$ cat config.mk
export PLATFORM = sky130hd
export DESIGN_NAME = vram_arbiter
export DESIGN_NICKNAME = d
export VERILOG_FILES = /design/src/rtl/vram_arbiter.sv
export SDC_FILE = /design/constraint.sdc
export NUM_CORES = 1
export LEC_CHECK = 0
export ABC_CLOCK_PERIOD_IN_PS = 2000
export CAP_MARGIN = 20
export CELL_PAD_IN_SITES_DETAIL_PLACEMENT = 1
export CELL_PAD_IN_SITES_GLOBAL_PLACEMENT = 1
export CORE_ASPECT_RATIO = 0.5
export CORE_MARGIN = 4
export CORE_UTILIZATION = 30
export CTS_BUF_LIST = sky130_fd_sc_hd__clkbuf_2
export DETAILED_ROUTE_END_ITERATION = 7
export PLACE_DENSITY = 0.86
export SLEW_MARGIN = 20
export SYNTH_ARGS = -nofsm -noshare
export SYNTH_HDL_FRONTEND = slang
export SYNTH_SLANG_ARGS = --single-unit
$ cat constraint.sdc
create_clock -name clk_i -period 2 [get_ports clk_i]
set_clock_uncertainty 0.2 [all_clocks]
set_input_delay 0.4 -clock clk_i [delete_from_list [all_inputs] [get_ports clk_i]]
set_output_delay 0.4 -clock clk_i [all_outputs]
set_load 0.01 [all_outputs]
$ cat src/rtl/vram_arbiter.sv
// vram_arbiter
// Shares one single-port synchronous video RAM between VGA scan-out and two
// game-logic requesters (A: tank renderer, B: bullet/map renderer).
// VGA reads always win. A and B split the remaining slots round-robin.
// At most one memory command is issued per clock, and every output is registered.
//
// Ports:
//   clk_i, rst_ni        clock (rising edge), asynchronous active-low reset
//   vga_rd_i/addr_i      VGA read request and address (no handshake)
//   vga_data_o/valid_o   VGA read data and its one-cycle strobe
//   req_x_i, we_x_i      requester x pending transaction, 1 = write
//   addr_x_i, wdata_x_i  requester x address and write data
//   gnt_x_o              requester x command is on the memory bus this cycle
//   rdata_x_o/rvalid_x_o requester x read data and its one-cycle strobe
//   mem_en_o, mem_we_o   RAM enable and write enable
//   mem_addr_o/wdata_o   RAM address and write data
//   mem_rdata_i          RAM read data, valid the cycle after a read command
module vram_arbiter #(
  parameter int ADDR_W = 15,
  parameter int DATA_W = 12
) (
  input  logic              clk_i,
  input  logic              rst_ni,
  input  logic              vga_rd_i,
  input  logic [ADDR_W-1:0] vga_addr_i,
  output logic [DATA_W-1:0] vga_data_o,
  output logic              vga_valid_o,
  input  logic              req_a_i,
  input  logic              we_a_i,
  input  logic [ADDR_W-1:0] addr_a_i,
  input  logic [DATA_W-1:0] wdata_a_i,
  output logic              gnt_a_o,
  output logic [DATA_W-1:0] rdata_a_o,
  output logic              rvalid_a_o,
  input  logic              req_b_i,
  input  logic              we_b_i,
  input  logic [ADDR_W-1:0] addr_b_i,
  input  logic [DATA_W-1:0] wdata_b_i,
  output logic              gnt_b_o,
  output logic [DATA_W-1:0] rdata_b_o,
  output logic              rvalid_b_o,
  output logic              mem_en_o,
  output logic              mem_we_o,
  output logic [ADDR_W-1:0] mem_addr_o,
  output logic [DATA_W-1:0] mem_wdata_o,
  input  logic [DATA_W-1:0] mem_rdata_i
);

  typedef enum logic [1:0] {TAG_NONE, TAG_VGA, TAG_A, TAG_B} tag_e;
  typedef enum logic {RR_A, RR_B} rr_e;

  logic              mem_en_q, mem_en_d;
  logic              mem_we_q, mem_we_d;
  logic [ADDR_W-1:0] mem_addr_q, mem_addr_d;
  logic [DATA_W-1:0] mem_wdata_q, mem_wdata_d;
  logic              gnt_a_q, gnt_a_d;
  logic              gnt_b_q, gnt_b_d;
  rr_e               rr_q, rr_d;
  tag_e              tag0_q, tag0_d;
  tag_e              tag1_q;
  logic [DATA_W-1:0] vga_data_q, vga_data_d;
  logic              vga_valid_q, vga_valid_d;
  logic [DATA_W-1:0] rdata_a_q, rdata_a_d;
  logic              rvalid_a_q, rvalid_a_d;
  logic [DATA_W-1:0] rdata_b_q, rdata_b_d;
  logic              rvalid_b_q, rvalid_b_d;

  logic elig_a, elig_b, pick_a, pick_b;

  always_comb begin
    // A request granted last cycle has been consumed, so it cannot win twice in a row.
    elig_a = req_a_i & ~gnt_a_q;
    elig_b = req_b_i & ~gnt_b_q;
    pick_a = elig_a & (~elig_b | (rr_q == RR_A));
    pick_b = elig_b & ~pick_a;

    mem_en_d    = 1'b0;
    mem_we_d    = 1'b0;
    mem_addr_d  = mem_addr_q;
    mem_wdata_d = mem_wdata_q;
    gnt_a_d     = 1'b0;
    gnt_b_d     = 1'b0;
    rr_d        = rr_q;
    tag0_d      = TAG_NONE;

    if (vga_rd_i) begin
      mem_en_d   = 1'b1;
      mem_addr_d = vga_addr_i;
      tag0_d     = TAG_VGA;
    end else if (pick_a) begin
      mem_en_d    = 1'b1;
      mem_we_d    = we_a_i;
      mem_addr_d  = addr_a_i;
      mem_wdata_d = wdata_a_i;
      gnt_a_d     = 1'b1;
      rr_d        = RR_B;
      tag0_d      = we_a_i ? TAG_NONE : TAG_A;
    end else if (pick_b) begin
      mem_en_d    = 1'b1;
      mem_we_d    = we_b_i;
      mem_addr_d  = addr_b_i;
      mem_wdata_d = wdata_b_i;
      gnt_b_d     = 1'b1;
      rr_d        = RR_A;
      tag0_d      = we_b_i ? TAG_NONE : TAG_B;
    end

    // tag1_q marks the cycle in which mem_rdata_i belongs to an earlier read.
    vga_valid_d = (tag1_q == TAG_VGA);
    rvalid_a_d  = (tag1_q == TAG_A);
    rvalid_b_d  = (tag1_q == TAG_B);
    vga_data_d  = vga_valid_d ? mem_rdata_i : vga_data_q;
    rdata_a_d   = rvalid_a_d  ? mem_rdata_i : rdata_a_q;
    rdata_b_d   = rvalid_b_d  ? mem_rdata_i : rdata_b_q;
  end

  always_ff @(posedge clk_i or negedge rst_ni) begin
    if (!rst_ni) begin
      mem_en_q    <= 1'b0;
      mem_we_q    <= 1'b0;
      mem_addr_q  <= '0;
      mem_wdata_q <= '0;
      gnt_a_q     <= 1'b0;
      gnt_b_q     <= 1'b0;
      rr_q        <= RR_A;
      tag0_q      <= TAG_NONE;
      tag1_q      <= TAG_NONE;
      vga_data_q  <= '0;
      vga_valid_q <= 1'b0;
      rdata_a_q   <= '0;
      rvalid_a_q  <= 1'b0;
      rdata_b_q   <= '0;
      rvalid_b_q  <= 1'b0;
    end else begin
      mem_en_q    <= mem_en_d;
      mem_we_q    <= mem_we_d;
      mem_addr_q  <= mem_addr_d;
      mem_wdata_q <= mem_wdata_d;
      gnt_a_q     <= gnt_a_d;
      gnt_b_q     <= gnt_b_d;
      rr_q        <= rr_d;
      tag0_q      <= tag0_d;
      tag1_q      <= tag0_q;
      vga_data_q  <= vga_data_d;
      vga_valid_q <= vga_valid_d;
      rdata_a_q   <= rdata_a_d;
      rvalid_a_q  <= rvalid_a_d;
      rdata_b_q   <= rdata_b_d;
      rvalid_b_q  <= rvalid_b_d;
    end
  end

  assign mem_en_o    = mem_en_q;
  assign mem_we_o    = mem_we_q;
  assign mem_addr_o  = mem_addr_q;
  assign mem_wdata_o = mem_wdata_q;
  assign gnt_a_o     = gnt_a_q;
  assign gnt_b_o     = gnt_b_q;
  assign vga_data_o  = vga_data_q;
  assign vga_valid_o = vga_valid_q;
  assign rdata_a_o   = rdata_a_q;
  assign rvalid_a_o  = rvalid_a_q;
  assign rdata_b_o   = rdata_b_q;
  assign rvalid_b_o  = rvalid_b_q;

endmodule

Word level (Yosys, flattened, before mapping)
Cells that the tools add are included.
{"block": "word_totals", "reg_bits": 75, "latchBits": 0, "mem_bits_rw": 0, "rom_bits": 0, "input_bits": 88, "out_inout_bits": 70, "wordCells": 54, "n_memories": 0}
{"block": "op_classes", "n_addsub": 0, "mul": 0, "div": 0, "n_lt_le_gt_ge": 0, "eq_ne": 3, "shifts": 0, "n_mux": 22, "bitwise": 11, "n_reduce_logical": 3}
{"cell": "15-bit 2-to-1 mux", "count": 3}
{"cell": "12-bit 2-to-1 mux", "count": 2}
{"cell": "1-bit 2-to-1 mux", "count": 12}
{"cell": "2-bit 2-to-1 mux", "count": 5}
{"cell": "1-bit NOT", "count": 6}
{"cell": "1-bit bitwise AND", "count": 4}
{"cell": "2-bit == test (second input constant)", "count": 2}
{"cell": "3-bit nonzero test", "count": 1}
{"cell": "2-bit by 1-bit == test with 1-bit output (second input constant)", "count": 1}
{"cell": "2-bit AND reduction", "count": 1}
{"cell": "2-bit nonzero test", "count": 1}
{"cell": "1-bit bitwise OR", "count": 1}

Depth between registers and ports, before layout
{"block": "logic_depth", "ltp_word": 10, "mapped_depth": 6, "depth_no_buf": 3}

Worst setup path after synthesis
Ideal clock, no wire load.
{"block": "synth_path", "path_type": "flip-flop to flip-flop", "startpoint": "register gnt_b_q (netlist: gnt_b_o)", "endpoint": "register mem_addr_q[10] (netlist: mem_addr_o[10])", "setup_ns": 0.131, "t_arrival_ns": 1.163, "setup_slack_ns": 0.506, "path_stages_with_launch": 6, "path_buffers": 2, "period_less_slack_ns": 1.494, "path_cell_list": "dfrtp_1 > nand2b_1 > buf_2 > buf_2 > a41oi_1 > nand3_1"}
{"block": "synth_between", "elab_chain_len": 8, "word_cells_on_any_way": 10, "classes_between": "mux (2); bitwise (7); reduce/logical (1)"}
{"item": "start: declaration", "line_no": "57", "source": "logic gnt_b_q, gnt_b_d;"}
{"item": "start signal: assignment", "line_no": "140", "source": "gnt_b_q <= gnt_b_d;"}
{"item": "1-bit NOT (*)", "line_no": "73", "source": "elig_b = req_b_i & ~gnt_b_q;"}
{"item": "1-bit bitwise AND (*)", "line_no": "73"}
{"item": "1-bit NOT", "line_no": "74", "source": "pick_a = elig_a & (~elig_b | (rr_q == RR_A));"}
{"item": "1-bit bitwise OR", "line_no": "74"}
{"item": "1-bit bitwise AND", "line_no": "74"}
{"item": "1-bit NOT", "line_no": "75", "source": "pick_b = elig_b & ~pick_a;"}
{"item": "1-bit bitwise AND", "line_no": "75"}
{"item": "3-bit nonzero test (no line)"}
{"item": "end signal: assignment", "line_no": "137", "source": "mem_addr_q <= mem_addr_d;"}
{"item": "end: declaration", "line_no": "54", "source": "logic [ADDR_W-1:0] mem_addr_q, mem_addr_d;"}
Every way passes the cells marked *; elsewhere a longest branch is shown, timed or not.
A chain may end at the register's enable or synchronous reset.

Worst setup path in the final report
{"block": "layout_path", "startpoint": "register gnt_b_q (netlist: gnt_b_o)", "endpoint": "output gnt_b_o"}
{"item": "end: declaration", "line_no": "39", "source": "output logic gnt_b_o,"}
No word-level cell between the ends.

==> impl_metrics.toml <==
[power]
power_mw = 4.42
p_leak_nw = 2.49
power.density_nw_per_um2 = 795
ir_worst_vdd_uv = 320

[synth]
synthSimpleGateAreaFrac_pct = 13.2
yosysMostFrequentCell = "dfrtp_1"
synthCells = 303
synth_top_family_by_area = "compound AO/OA/AOI/OAI gates"
netlist_area_um2 = 3550
syn_area_per_cell_um2 = 11.7
yosys.area.top_type_share_pct = 52.8
synth_nets = 391
synth-seq-area-share_pct = 52.8
ys.flop_type = "dfrtp_1"
synth_fa_ha_area_share_pct = 0
synth_warnings = 0
synth_edf_count = 0
synth_compound_area_share_pct = 16.0
synth_seq_cells = 75
synth-xor-area-share_pct = 0
async_flop_share_pct = 100
muxShareOfSynthArea_pct = 11.4
post-synth-top-area-cell = "dfrtp_1"
ys_top_cells_by_count = "dfrtp_1 (75), mux2_2 (36), nand3_1 (17)"
ys_types = 30
ys_top_cells_by_area = "dfrtp_1 (53%), mux2_2 (11%), a41oi_1 (3.7%)"

[clock_network]
htree_levels = 3
root_buffer = "clkbuf_2"
path_clk_slew_ps = 250
cts_inserted_buffers = 9
cts_tree = "built"
clockBufferDepth = 2
worst_skew_pair.late_latency_ps = 520
cts_sinks = 75

[timing]
maxSlewViolCount = 0
fin_crit_sh_pct = 93.7
fin_crit_ps = 1870
max_freq_ghz = 0.533
tightest_slew_ps = 460
setup-violations-final = 0
finalHoldViolCount = 0
rsz0062_at_grt = "false"
slew_headroom_pct = 69.4

[grt]
grt_max_degree = 29
track_usage_pct = 17.5
grt_pass1_vias = 3684
globalRouteOverflowTotal = 0
antenna_found_initial = 0
grt_first_pass_wirelength_um = 19400

[floorplan]
num_rows = 27
initial_core_util_pct = 31.5
die_w_um = 162
fp.dieH_um = 85.0
core_area_um2 = 11300
die_area_um2 = 13800
pin_count = 158

[setup_path]
rr_worst_depth = 4
rr_startpoint = "gnt_b_o"
r2r_end = "mem_wdata_o[2]"
crit_slowest_cell = "dfrtp_1"
cp-start-kind = "register"
r2r_slack_ps = 290
crit_fanout = 5
critPathCaptureType = "output pin"
critPathArrivalTime_ps = 1270
slowest_delay_ps = 460
path_buf_inv = 1
worstSetupPathType = "reg2out"
critPathRequiredTime_ps = 1400
worstPathCellList = "dlygate4sd2_1"
cp_top_family = "flip-flops"

[flow_run]
maxCapViolCount = 0

[layout]
drive_above_1_share_pct = 20.0
final_util_pct = 49.3
finalNetCount = 569
antenna_cells = 0
syn2layout_area_growth_pct = 56.5

[detailed_routing]
drt_iter0_markers = 126
drc = 0
wl_per_cell_um = 19.0
drtAntennaViolNets = 0
firstDrtPassIters = 4
num_vias = 3311
routed_wl_um = 12200
routed_via_density = 5.13

[placement]
io_buffer_count = 157
routabilityCongestion = 0.794
hpwl_um = 9320

[outcome]
status = "completed"

[worst_hold_path]
worstHoldPathType = "in2async"
report_power, final:
group	internal (mW)	switching [mW]	leakage, nW
clock network	0.426	0.581	0.0869
registers	1.80	0.151	0.889
logic	0.793	0.668	1.51
total	3.02	1.40	2.49
metal layers:
layer | track usage [%] | wire, um | up-vias
met2 | 32.1 | 6560 | 93
met3 | 3.35 | 476 | 21
met5 | 0 | 0 | -
met4 | 6.14 | 272 | 0
li1 | - | - | 1506
met1 | 20.6 | 4910 | 1691
worst max-delay path by stage:
stage,start,endpoint,slack [ps],depth (start not counted)
5_1_grt,rdata_b_o[2],rdata_b_o[2],20,1
3_3_place_gp,req_b_i,mem_wdata_o[1],-30,5
3_5_place_dp,req_b_i,mem_wdata_o[2],-120,5
4_1_cts,rdata_b_o[2],rdata_b_o[2],70,1
6_report,gnt_b_o,gnt_b_o,130,1
2_1_floorplan,gnt_b_o,mem_addr_o[10],510,5
through the flow:
| step | cells | setup slack, ps | cell area, um^2 | setup TNS, ps | hold slack, ps |
|---|---|---|---|---|---|
| 5_1_grt | 645 | 21.6 | 5560 | 0 | 65.1 |
| 2_1_floorplan | 303 | 506 | 3550 | 0 | -95.6 |
| 3_3_place_gp | 616 | -27.6 | 5400 | -101 | 132 |
| 3_5_place_dp | 616 | -120 | 5400 | -1400 | 137 |
| 6_report | 645 | 125 | 5560 | 0 | 97.6 |
| 4_1_cts | 645 | 74.0 | 5560 | 0 | 56.0 |
what timing repair did:
| action | 4_1_cts | 5_1_grt |
|---|---|---|
| endpoints found under the setup margin | 70 | 0 |
| buffers inserted | 12 | 0 |
| endpoints found under the hold margin | 75 | 0 |
| hold buffers | 1 | 0 |
| resized for setup | 70 | 0 |
area by class of cell:
type / count / area, um^2
Fill cell: 1261 / 5720
Clock inverter: 7 / 100
Timing Repair Buffer: 200 / 1840
Sequential cell: 75 / 1880
Tap cell: 159 / 199
Multi-Input combinational cell: 181 / 1440
Inverter: 14 / 52.6
Clock buffer: 9 / 45.0
layout by cell type, fill, tap and decap left out, types with 3 or more instances in the layout:
master / instances
o21ai_0: 12
and2_1: 15
inv_1: 14
mux2_2: 36
dlygate4sd2_1: 70
a41oi_1: 15
nand3_1: 17
dfrtp_1: 75
clkbuf_2: 9
nand2_1: 3
buf_12: 3
buf_4: 40
nor2b_1: 3
o2111ai_1: 15
a22oi_1: 12
and3b_1: 13
clkdlybuf4s50_1: 86
a221oi_1: 12
nand4_1: 15
state kept, by name (all words and copies together), names as in the netlist:
| signal | count |
|---|---|
| vga_data_o | 12 |
| gnt_b_o | 1 |
| rvalid_a_o | 1 |
| rr_q | 1 |
| mem_we_o | 1 |
| tag1_q | 2 |
| mem_addr_o | 15 |
| vga_valid_o | 1 |
| rvalid_b_o | 1 |
| mem_wdata_o | 12 |
| gnt_a_o | 1 |
| mem_en_o | 1 |
| tag0_q | 2 |
| rdata_b_o | 12 |
| rdata_a_o | 12 |
cell families (layout without fill, tap and decap cells):
logic type      Yosys count  after routing
simple gates             73             73
mux                      36             36
flops                    75             75
compound gates           72             72
buf+inv                  47            230
worst reg2reg max path: cells and delay by family, from the launching register on:
family / cells / cell delay, ps
simple gates: 1 / 270
compound gates: 2 / 450
flops: 1 / 460
buf+inv: 1 / 230
No activity file was read; power rests on OpenSTA's default activity.
